==> src/rtl/debounce_pkg.sv <==
// Shared definitions for the debounce block.
//   state_e   : debounce FSM state (2-bit encoding)
//   width_of  : bits needed to hold the values 0..n-1 (never less than 1)
//   max_of    : larger of two unsigned values
package debounce_pkg;

  typedef enum logic [1:0] {
    RELEASED  = 2'd0,
    ARMING    = 2'd1,
    PRESSED   = 2'd2,
    DISARMING = 2'd3
  } state_e;

  function automatic int unsigned width_of(input int unsigned n);
    return (n <= 2) ? 1 : $clog2(n);
  endfunction

  function automatic int unsigned max_of(input int unsigned a, input int unsigned b);
    return (a > b) ? a : b;
  endfunction

endpackage

==> src/rtl/sync2.sv <==
// Two-flop synchronizer for a single asynchronous input.
//   clk     : destination clock
//   reset_n : asynchronous active-low reset, both flops clear to 0
//   d       : asynchronous input
//   q       : synchronized output, two clock edges behind d
module sync2 (
  input  logic clk,
  input  logic reset_n,
  input  logic d,
  output logic q
);

  logic s1_q;
  logic s_q;

  always_ff @(posedge clk or negedge reset_n) begin
    if (!reset_n) begin
      s1_q <= 1'b0;
      s_q  <= 1'b0;
    end else begin
      s1_q <= d;
      s_q  <= s1_q;
    end
  end

  assign q = s_q;

endmodule

==> src/rtl/debounce.sv <==
// Debouncer with optional hold-to-repeat, feeding the one-shot pulse stretcher.
//   clk         : sole clock, rising edge
//   reset_n     : asynchronous active-low reset
//   raw_in      : asynchronous bouncy active-high button
//   level       : debounced level
//   press       : one-cycle pulse on accepted 0->1
//   release_evt : one-cycle pulse on accepted 1->0 ("release" is a reserved word)
//   rpt         : one-cycle repeat pulse while held (disabled when REPEAT_DELAY = 0)
//   trig        : press | rpt delayed by one cycle; drives the one-shot input
module debounce
  import debounce_pkg::*;
#(
  parameter int unsigned STABLE_CYCLES = 16,
  parameter int unsigned REPEAT_DELAY  = 0,
  parameter int unsigned REPEAT_PERIOD = 8
) (
  input  logic clk,
  input  logic reset_n,
  input  logic raw_in,
  output logic level,
  output logic press,
  output logic release_evt,
  output logic rpt,
  output logic trig
);

  localparam int unsigned CW = width_of(STABLE_CYCLES);
  localparam int unsigned RW = width_of(max_of(REPEAT_DELAY, REPEAT_PERIOD) + 1);

  localparam logic [CW-1:0] CntLast   = CW'(STABLE_CYCLES - 1);
  localparam logic [CW-1:0] CntOne    = CW'(1);
  localparam logic [RW-1:0] RptDelay  = RW'(REPEAT_DELAY);
  localparam logic [RW-1:0] RptPeriod = RW'(REPEAT_PERIOD);
  localparam logic [RW-1:0] RptOne    = RW'(1);

  logic s;

  sync2 u_sync2 (
    .clk     (clk),
    .reset_n (reset_n),
    .d       (raw_in),
    .q       (s)
  );

  state_e        state_q, state_d;
  logic [CW-1:0] cnt_q, cnt_d;
  logic [RW-1:0] rcnt_q, rcnt_d;
  logic          level_q, level_d;
  logic          press_q, press_d;
  logic          rel_q, rel_d;
  logic          rpt_q, rpt_d;
  logic          trig_q;

  always_comb begin
    state_d = state_q;
    cnt_d   = cnt_q;
    rcnt_d  = rcnt_q;
    level_d = level_q;
    press_d = 1'b0;
    rel_d   = 1'b0;
    rpt_d   = 1'b0;

    unique case (state_q)
      RELEASED: begin
        level_d = 1'b0;
        if (s) begin
          state_d = ARMING;
          cnt_d   = CntOne;
        end
      end

      ARMING: begin
        if (!s) begin
          state_d = RELEASED;
          cnt_d   = '0;
        end else if (cnt_q == CntLast) begin
          state_d = PRESSED;
          cnt_d   = '0;
          level_d = 1'b1;
          press_d = 1'b1;
          rcnt_d  = RptDelay;
        end else begin
          cnt_d = cnt_q + CntOne;
        end
      end

      PRESSED: begin
        level_d = 1'b1;
        // rcnt stays at 0 forever when repeat is disabled, so rpt never fires.
        // Not reachable in the press cycle itself, which keeps rpt and press disjoint.
        if (rcnt_q == RptOne) begin
          rpt_d  = 1'b1;
          rcnt_d = RptPeriod;
        end else if (rcnt_q != '0) begin
          rcnt_d = rcnt_q - RptOne;
        end
        if (!s) begin
          state_d = DISARMING;
          cnt_d   = CntOne;
        end
      end

      DISARMING: begin
        // Repeat counter is frozen here so a short release glitch resumes the cadence.
        if (s) begin
          state_d = PRESSED;
          cnt_d   = '0;
        end else if (cnt_q == CntLast) begin
          state_d = RELEASED;
          cnt_d   = '0;
          level_d = 1'b0;
          rel_d   = 1'b1;
          rcnt_d  = '0;
        end else begin
          cnt_d = cnt_q + CntOne;
        end
      end

      default: begin
        state_d = RELEASED;
        cnt_d   = '0;
        rcnt_d  = '0;
        level_d = 1'b0;
      end
    endcase
  end

  always_ff @(posedge clk or negedge reset_n) begin
    if (!reset_n) begin
      state_q <= RELEASED;
      cnt_q   <= '0;
      rcnt_q  <= '0;
      level_q <= 1'b0;
      press_q <= 1'b0;
      rel_q   <= 1'b0;
      rpt_q   <= 1'b0;
      trig_q  <= 1'b0;
    end else begin
      state_q <= state_d;
      cnt_q   <= cnt_d;
      rcnt_q  <= rcnt_d;
      level_q <= level_d;
      press_q <= press_d;
      rel_q   <= rel_d;
      rpt_q   <= rpt_d;
      trig_q  <= press_q | rpt_q;
    end
  end

  assign level       = level_q;
  assign press       = press_q;
  assign release_evt = rel_q;
  assign rpt         = rpt_q;
  assign trig        = trig_q;

endmodule

==> config.mk <==
export PLATFORM = sky130hd
export DESIGN_NAME = debounce
export DESIGN_NICKNAME = d
export VERILOG_FILES = /design/src/rtl/debounce_pkg.sv /design/src/rtl/sync2.sv /design/src/rtl/debounce.sv
export SDC_FILE = /design/constraint.sdc
export NUM_CORES = 1
export LEC_CHECK = 0
export CAP_MARGIN = 40
export CORE_UTILIZATION = 30
export CTS_CLUSTER_DIAMETER = 50
export CTS_CLUSTER_SIZE = 8
export DETAILED_ROUTE_END_ITERATION = 10
export GPL_ROUTABILITY_DRIVEN = 0
export SLEW_MARGIN = 20
export SYNTH_ARGS = -nofsm -noshare
export SYNTH_HDL_FRONTEND = slang
export SYNTH_SLANG_ARGS = --single-unit
==> constraint.sdc <==
create_clock -name clk -period 3 [get_ports clk]
set_clock_uncertainty 0.2 [all_clocks]
set_input_delay 0.6 -clock clk [delete_from_list [all_inputs] [get_ports clk]]
set_output_delay 0.6 -clock clk [all_outputs]
set_load 0.01 [all_outputs]
==> flow_summary.yaml, run 1 <==
run_status:
  outcome: "finished clean"
finish:
  final_nets: 117
  fillers: 363
  area_growth_syn_to_layout_pct: 13.2
  top_regs: "cnt_q x4, rcnt_q x4"
  layout-drive-gt1-share_pct: 12.5
  antenna_cells: 0
critical_path:
  critPathArrivalTime_ps: 2020
  start_kind: "flop"
  cp_top_family: "multiplexers"
  worst-setup-path-type: "reg -> reg"
  cp_slowest_cell: "dfrtp_1"
  cp.required_ps: 2980
  cp-end-kind: "flop"
  cp_slowest_stage_delay_ps: 390
  crit_path_cell_trace: "inv_1 -> ha_1 -> mux2_4 -> a211oi_2 -> mux2_1"
  crit_path_max_fanout: 13
  cp_num_buf_inv: 1
routing:
  drtIter0Drc: 21
  wl_per_cell_um: 12.7
  m1WireLength_um: 981
  routed_via_density: 5.01
  routed_wl_um: 1910
  wl_met2_um: 827
  highest_layer: "met4"
  drc: 0
  wl_met3_um: 96
  vias: 751
  postRouteAntennaNets: 0
  dr.pass1.iters: 4
yosys:
  ys_warn_count: 0
  synthMuxAreaShare_pct: 10.8
  synth_compound_area_share_pct: 15.4
  ys_ff_latch: 17
  syn-num-nets: 109
  ys_types: 37
  synthFlopType: "dfrtp_1"
  synth-xor-area-share_pct: 0
  synth_seq_area_share_pct: 40.3
  synthAdderAreaFrac_pct: 10.7
  synth_top_family_by_area: "simple AND/OR/NAND/NOR gates"
  ys_async_sr_fraction_pct: 100
  synth_area_sq_um: 1060
  synthSimpleGateAreaFrac_pct: 17.9
  synth_area_per_cell_sq_um: 10.9
  synth-edff-count: 0
  syn_inst: 97
cts:
  cts.sinks: 17
  postCtsResizedCells: 0
  clk_pin_slew_ps: 90
  cts_setup_buffers: 0
  hold_buffers: 0
  numCtsBuffers: 3
  cts_tree: "built"
  insertion_delay_ps: 290
  cts_htree_levels: 1
  cts_root_buffer: "clkbuf_4"
  cts_buffer_depth: 2
placement:
  dp_slack_ps: 972
  dp_hpwl_um: 1370
  port_buffers: 7
flow_run:
  cap_violations: 0
sta:
  fin_tns_setup_ps: 0
  worst_pin_slew_ps: 437
  final_hold_viol_count: 0
  final.setup.worst_slack_ps: 961
  period_minus_slack_ps: 2040
  finalMaxSlewViolations: 0
  hold_slack_ps: 160
  final-setup-viol-count: 0
  fmax_mhz: 490
  maxSlewHeadroom_pct: 70.9
  post-route-period-util_pct: 68.0
  rsz0062_at_grt: "no"
global_route:
  grt_max_degree: 18
  overflow: 0
  antenna_found_initial: 0
  first_global_vias: 678
  grt_use_total_pct: 11.4
  grt_pass1_wl_um: 3090
power_and_ir_drop:
  sw_frac_of_total_pct: 38.5
  seqPwrFrac_pct: 36.2
  power_frac_clock_pct: 14.5
  combinationalPowerShare_pct: 49.3
  p_switching_mw: 0.324
  p_int_mw: 0.517
  power_density_nw_per_um2: 704
  power_leakage_nw: 0.550
  peakVddDrop_mv: 0.429
floorplanning:
  dieArea_sq_um: 3760
  start_util_pct: 31.4
  core_sq_um: 3360
  core.rowCount: 21
  io-pin-count: 8
  die_y_um: 61.3
  chipWidth_um: 61.3
worst_hold_path:
  hold_class: "reg -> reg"
[power groups by stage]
stage	sequential, mW	clock, mW	combinational [mW]
3_3_place_gp	0.306	0	0.401
3_5_place_dp	0.307	0	0.413
4_1_cts	0.304	0.129	0.415
6_report	0.305	0.122	0.415
2_1_floorplan	0.300	0	0.330
5_1_grt	0.310	0.139	0.463
[path summary, 6_finish.rpt]
kind | start | to | slack, ps | depth (start not counted)
hold reg to reg | u_sync2.s1_q | u_sync2.q | 160 | 0
min in group asynchronous | reset_n | rcnt_q[1] | 280 | 1
hold / removal | u_sync2.s1_q | u_sync2.q | 160 | 0
max in group asynchronous | reset_n | rcnt_q[0] | 2000 | 2
setup / recovery | state_q[0] | flop | 960 | 5
setup reg to reg | state_q[0] | flop | 960 | 5
[synthesized netlist by cell type (all sizes together), types with 2 or more instances]
master,n,area (sq um)
or2,2,12.5
mux2,3,41.3
a22o,3,26.3
dfrtp,17,425
nor2b,2,12.5
a31o,2,17.5
buf,4,26.3
nand2,4,15.0
or4b,2,20.0
ha,9,113
and3,2,12.5
mux2i,5,50.1
and2,2,12.5
a221o,3,30.0
nand3,4,20.0
inv,6,22.5
nor2,9,33.8
[final cells by class]
class	instances	area (sq um)	area share [%]
Tap cell	46	57.6	4.82
Multi-Input combinational cell	69	578	48.4
Timing Repair Buffer	8	85.1	7.12
Inverter	6	22.5	1.88
Clock buffer	4	26.3	2.20
Sequential cell	17	425	35.6
[stage by stage]
stage / total power, mW / util [%] / area, sq um / instances
final: 0.841 / 35.5 / 1190 / 150
after floorplan: 0.630 / - / 1060 / 97
after global placement: 0.707 / 34.3 / 1150 / 145
after CTS: 0.847 / 35.1 / 1180 / 149
after detailed placement: 0.720 / 34.3 / 1150 / 145
after global routing: 0.912 / 35.5 / 1190 / 150
[layer usage]
layer | track usage (%) | vias up
li1 | - | 369
met1 | 16.0 | 359
met2 | 16.0 | 21
met3 | 4.83 | 2
met4 | 3.49 | 0
met5 | 0 | -
[kinds of logic after synthesis]
logic type | after synthesis
buf+inv | 11
fa+ha+maj | 9
simple gates | 33
flops | 17
compound gates | 18
mux | 9
[layout by cell type, fill, tap and decap left out, drive strengths merged, types with 2 or more instances in the layout]
master and n:
or2 2, or4b 2, clkbuf 4, nand2 4, and2 2, nor2 9
a22o 3, dfrtp 17, clkdlybuf4s50 7, ha 9, inv 6, mux2 3
mux2i 5, and3 2, a221o 3, a31o 2, nand3 4, nor2b 2
No activity file was read; power rests on OpenSTA's default activity.
==> run 2, diff against run 1 <==
- clock period: 3 -> 2 ns (I/O delays scaled with it)
==> run 2 against run 1 <==
  * First-iteration DRC count up 4.8%
  * Sequential share of layout area fell by 0.98 points
  * Total power increased by 56%
  * Sequential power is 48% higher
  * Global-route usage increased by 0.21 points
  * Clock power increased by 44%
  * Core utilization is 1.0 points higher
  * Setup slack got worse by 860 ps
  * Critical path depth down 1
  * Via count fell by 0.80%
  * Hold slack better by 8.8 ps
==> flow_summary.yaml, run 2 (synthesis gave the netlist of run 1 again) <==
run_status:
  outcome: "finished clean"
flow_run:
  cap_violations: 0
cts:
  clk_pin_slew_ps: 90
  cts_root_buffer: "clkbuf_4"
  cts.sinks: 17
  numCtsBuffers: 3
  cts_htree_levels: 1
  hold_buffers: 0
  cts_tree: "built"
  cts_buffer_depth: 2
  insertion_delay_ps: 280
global_route:
  grt_max_degree: 18
  grt_use_total_pct: 11.6
  overflow: 0
  first_global_vias: 701
  grt_pass1_wl_um: 3170
  antenna_found_initial: 0
sta:
  worst_pin_slew_ps: 291
  final-setup-viol-count: 0
  fin_tns_setup_ps: 0
  post-route-period-util_pct: 95.1
  maxSlewHeadroom_pct: 80.6
  period_minus_slack_ps: 1900
  final.setup.worst_slack_ps: 97.9
  fmax_mhz: 526
  rsz0062_at_grt: "no"
  final_hold_viol_count: 0
  finalMaxSlewViolations: 0
finish:
  area_growth_syn_to_layout_pct: 16.4
  final_cell_mix: "dfrtp_1, nor2_1, ha_1"
  antenna_cells: 0
  top_regs: "cnt_q x4, rcnt_q x4"
  final_core_util_pct: 36.5
  mostFrequentLayoutCell: "dfrtp_1"
  layout-drive-gt1-share_pct: 18.5
  instances_no_fill: 154
  final_nets: 121
routing:
  drtIter0Drc: 22
  postRouteAntennaNets: 0
  routed_wl_um: 1870
  drc: 0
  wl_per_cell_um: 12.1
  dr.pass1.iters: 4
  routed_via_density: 4.84
  vias: 745
power_and_ir_drop:
  power_density_nw_per_um2: 1070
  power_leakage_nw: 0.565
  peakVddDrop_mv: 0.613
placement:
  port_buffers: 7
  dp_hpwl_um: 1370
  dp_cells: 149
  dp_slack_ps: 70.7
floorplanning:
  start_util_pct: 31.4
  die_y_um: 61.3
  core_sq_um: 3360
  core.rowCount: 21
  io-pin-count: 8
  chipWidth_um: 61.3
  dieArea_sq_um: 3760
critical_path:
  worst-setup-path-type: "reg -> reg"
  start_kind: "flop"
  cp-end-kind: "flop"
  cp.required_ps: 1970
  reg2reg_slack_ps: 100
  critPathArrivalTime_ps: 1880
  crit_path_max_fanout: 8
worst_hold_path:
  hold_class: "reg -> reg"
==> run 2: cell types whose count changed in the layout (fill, tap and decap cells not counted), sizes merged <==
cell	previous run	this run
buf	1	5
==> run 2: worst max-delay path, cell delays in order (launching register included) <==
cell,delay (ps)
dfrtp_1,410
ha_1,310
mux2_4,320
a211oi_2,220
mux2_1,340
==> run 2: area by class of cell <==
cell class,instances,area [sq um]
clock buffers,4,26.3
repair buffers,12,108
fillers,358,2130
well taps,46,57.6
flip-flops and latches,17,425
inverters,6,22.5
multi-input cells,69,589
==> run 2: routing by layer <==
metal	part of all wire (%)	wire, um	vias to the layer above	track usage, %
met3	5.1	95	0	4.41
li1	-	-	376	-
met5	0	0	-	0
met4	0	0	0	2.86
met2	43	806	15	16.5
met1	52	966	354	16.8
==> run 2: worst paths after layout <==
check	start	to	depth (start not counted)
max	state_q[0]	flop	4
max reg2reg	state_q[0]	flop	4
min reg2reg	u_sync2.s1_q	u_sync2.q	0
max in group asynchronous	reset_n	cnt_q[1]	2
min	u_sync2.s1_q	u_sync2.q	0
min in group asynchronous	reset_n	rcnt_q[0]	2
==> run 2: what timing repair did <==
action                     4_1_cts  5_1_grt
setup buffers                    0        1
resized for setup                0        3
setup endpoints to repair        0        4
==> run 2: metrics by stage <==
| step | cell area (sq um) | hold WS, ps | total power [mW] |
|---|---|---|---|
| floorplan | 1060 | -95.6 | 0.945 |
| global placement | 1180 | 144 | 1.10 |
| detailed placement | 1180 | 153 | 1.11 |
| CTS | 1210 | 176 | 1.29 |
| global route | 1230 | 183 | 1.45 |
| finish | 1230 | 169 | 1.31 |
==> run 2: power by group <==
part / switching, mW / internal [mW] / total [mW]
clock network: 0.0985 / 0.0774 / 0.176
registers: 0.0518 / 0.400 / 0.452
logic: 0.344 / 0.342 / 0.686
==> run 3, diff against run 2 <==
--- a/config.mk
+++ b/config.mk
@@ -7,4 +7,5 @@
 export LEC_CHECK = 0
 export CAP_MARGIN = 40
+export CORE_MARGIN = 3
 export CORE_UTILIZATION = 30
 export CTS_CLUSTER_DIAMETER = 50
==> constraint.sdc (replaced) <==
create_clock -name clk -period 2 [get_ports clk]
set_clock_uncertainty 0.2 [all_clocks]
set_input_delay 0.6 -clock clk [delete_from_list [all_inputs] [get_ports clk]]
set_output_delay 0.6 -clock clk [all_outputs]
set_load 0.01 [all_outputs]
==> run 3 against run 2 <==
  * Non-clock buffer count stayed put
  * Total power hardly changed
  * Core utilization is 1.8 points higher
  * Global-route usage is 0.99 points lower
  * Register-to-register slack hardly changed
  * First-iteration DRC count is 32% higher
  * Clock power is 7% higher
  * Via count is 4.8% higher
  * Critical path depth is 3 lower
  * Cell count is 1.3% lower
  * Maximum frequency is 2.7% lower
==> flow_summary.yaml, run 3 (synthesis gave the netlist of run 1 again) <==
cts:
  insertion_delay_ps: 300
  cts_htree_levels: 1
  numCtsBuffers: 3
  cts_root_buffer: "clkbuf_4"
  cts_buffer_depth: 2
  cts.sinks: 17
  cts_setup_buffers: 0
  clk_pin_slew_ps: 100
  cts_tree: "built"
routing:
  routed_wl_um: 1990
  dr.pass1.iters: 4
  postRouteAntennaNets: 0
  routed_via_density: 5.14
  drtIter0Drc: 29
  wl_per_cell_um: 13.1
  vias: 781
  drc: 0
sta:
  fin_tns_setup_ps: 0
  post-route-period-util_pct: 97.7
  final-setup-viol-count: 0
  maxSlewHeadroom_pct: 79.5
  rsz0062_at_grt: "no"
  worst_pin_slew_ps: 308
  final_hold_viol_count: 0
  period_minus_slack_ps: 1950
  finalMaxSlewViolations: 0
  hold_slack_ps: 157
  fmax_mhz: 512
floorplanning:
  start_util_pct: 33.0
  core.rowCount: 20
  chipWidth_um: 65.3
  io-pin-count: 8
  die_y_um: 65.3
  core_sq_um: 3200
  dieArea_sq_um: 4270
placement:
  dp_hpwl_um: 1420
  port_buffers: 7
  placed_area_sq_um: 1190
critical_path:
  worst-setup-path-type: "reg -> out"
  start_kind: "flop"
  cp_top_family: "buffers and inverters"
  cp.required_ps: 1200
  critPathArrivalTime_ps: 1150
  cp-end-kind: "primary output"
  crit_path_cell_trace: "clkdlybuf4s50_1"
  reg2reg_slack_ps: 100
  cp_slowest_stage_delay_ps: 520
  cp_num_buf_inv: 1
  crit_path_max_fanout: 1
  cp_slowest_cell: "clkdlybuf4s50_1"
finish:
  final_cell_mix: "dfrtp_1, nor2_1, ha_1"
  final_nets: 121
  area_growth_syn_to_layout_pct: 16.2
  final_cell_area_sq_um: 1230
  mostFrequentLayoutCell: "dfrtp_1"
  antenna_cells: 0
  layout-drive-gt1-share_pct: 19.4
  top_regs: "cnt_q x4, rcnt_q x4"
power_and_ir_drop:
  power_leakage_nw: 0.623
  peakVddDrop_mv: 0.450
  power_density_nw_per_um2: 1070
global_route:
  antenna_found_initial: 0
  grt_max_degree: 18
  grt_pass1_wl_um: 3500
  grt_use_total_pct: 10.6
  overflow: 0
  first_global_vias: 798
run_status:
  outcome: "finished clean"
flow_run:
  cap_violations: 0
worst_hold_path:
  hold_class: "reg -> reg"
## run 3: cell count changes in the layout (fill, tap and decap cells not counted)
cell / change
mux2i_1: +1
dlymetal6s2s_1: +3
ha_1: -1
nand3_1: +1
ha_2: +1
clkbuf_1: -1
inv_1: -1
mux2i_2: -1
clkdlybuf4s50_1: -4
dlygate4sd2_1: +1
nand3_2: -1
clkinv_2: +1
inv_2: +1
## run 3: cell type report
type	instances	area (sq um)
Fill cell	342	1980
Timing Repair Buffer	12	114
Multi-Input combinational cell	69	583
Inverter	6	22.5
Clock buffer	3	22.5
Sequential cell	17	425
Clock inverter	1	5.00
Tap cell	44	55.1
## run 3: path summary, 6_finish.rpt
check,start,depth (start not counted),endpoint
max,release_evt,1,release_evt
min,u_sync2.s1_q,0,u_sync2.q
max reg2reg,flop,5,flop
min reg2reg,u_sync2.s1_q,0,u_sync2.q
max in group asynchronous,reset_n,2,rcnt_q[0]
min in group asynchronous,reset_n,2,level
## run 3: stage by stage
step / std cells / utilization (%) / setup WS [ps] / power, mW
floorplan: 97 / - / 123 / 0.945
global placement: 148 / 37.1 / 146 / 1.11
detailed placement: 148 / 37.1 / 84.7 / 1.13
CTS: 152 / 37.9 / 10.0 / 1.32
global route: 152 / 38.3 / 3.68 / 1.42
finish: 152 / 38.3 / 45.9 / 1.31
## run 3: report_power, final
group	internal (mW)	switching (mW)
combinational	0.331	0.342
sequential	0.400	0.0533
clock	0.0747	0.113
## run 3: per-layer routing
metal | share of wire [%] | GRT usage, %
met1 | 45 | 12.3
met2 | 48 | 18.1
met3 | 3.7 | 2.22
met4 | 2.5 | 6.22
met5 | 0 | 0
## run 3: what timing repair did
action,4_1_cts,5_1_grt
gates resized for setup,1,6
hold buffers,0,0
gates cloned,0,0
setup endpoints to repair,1,4
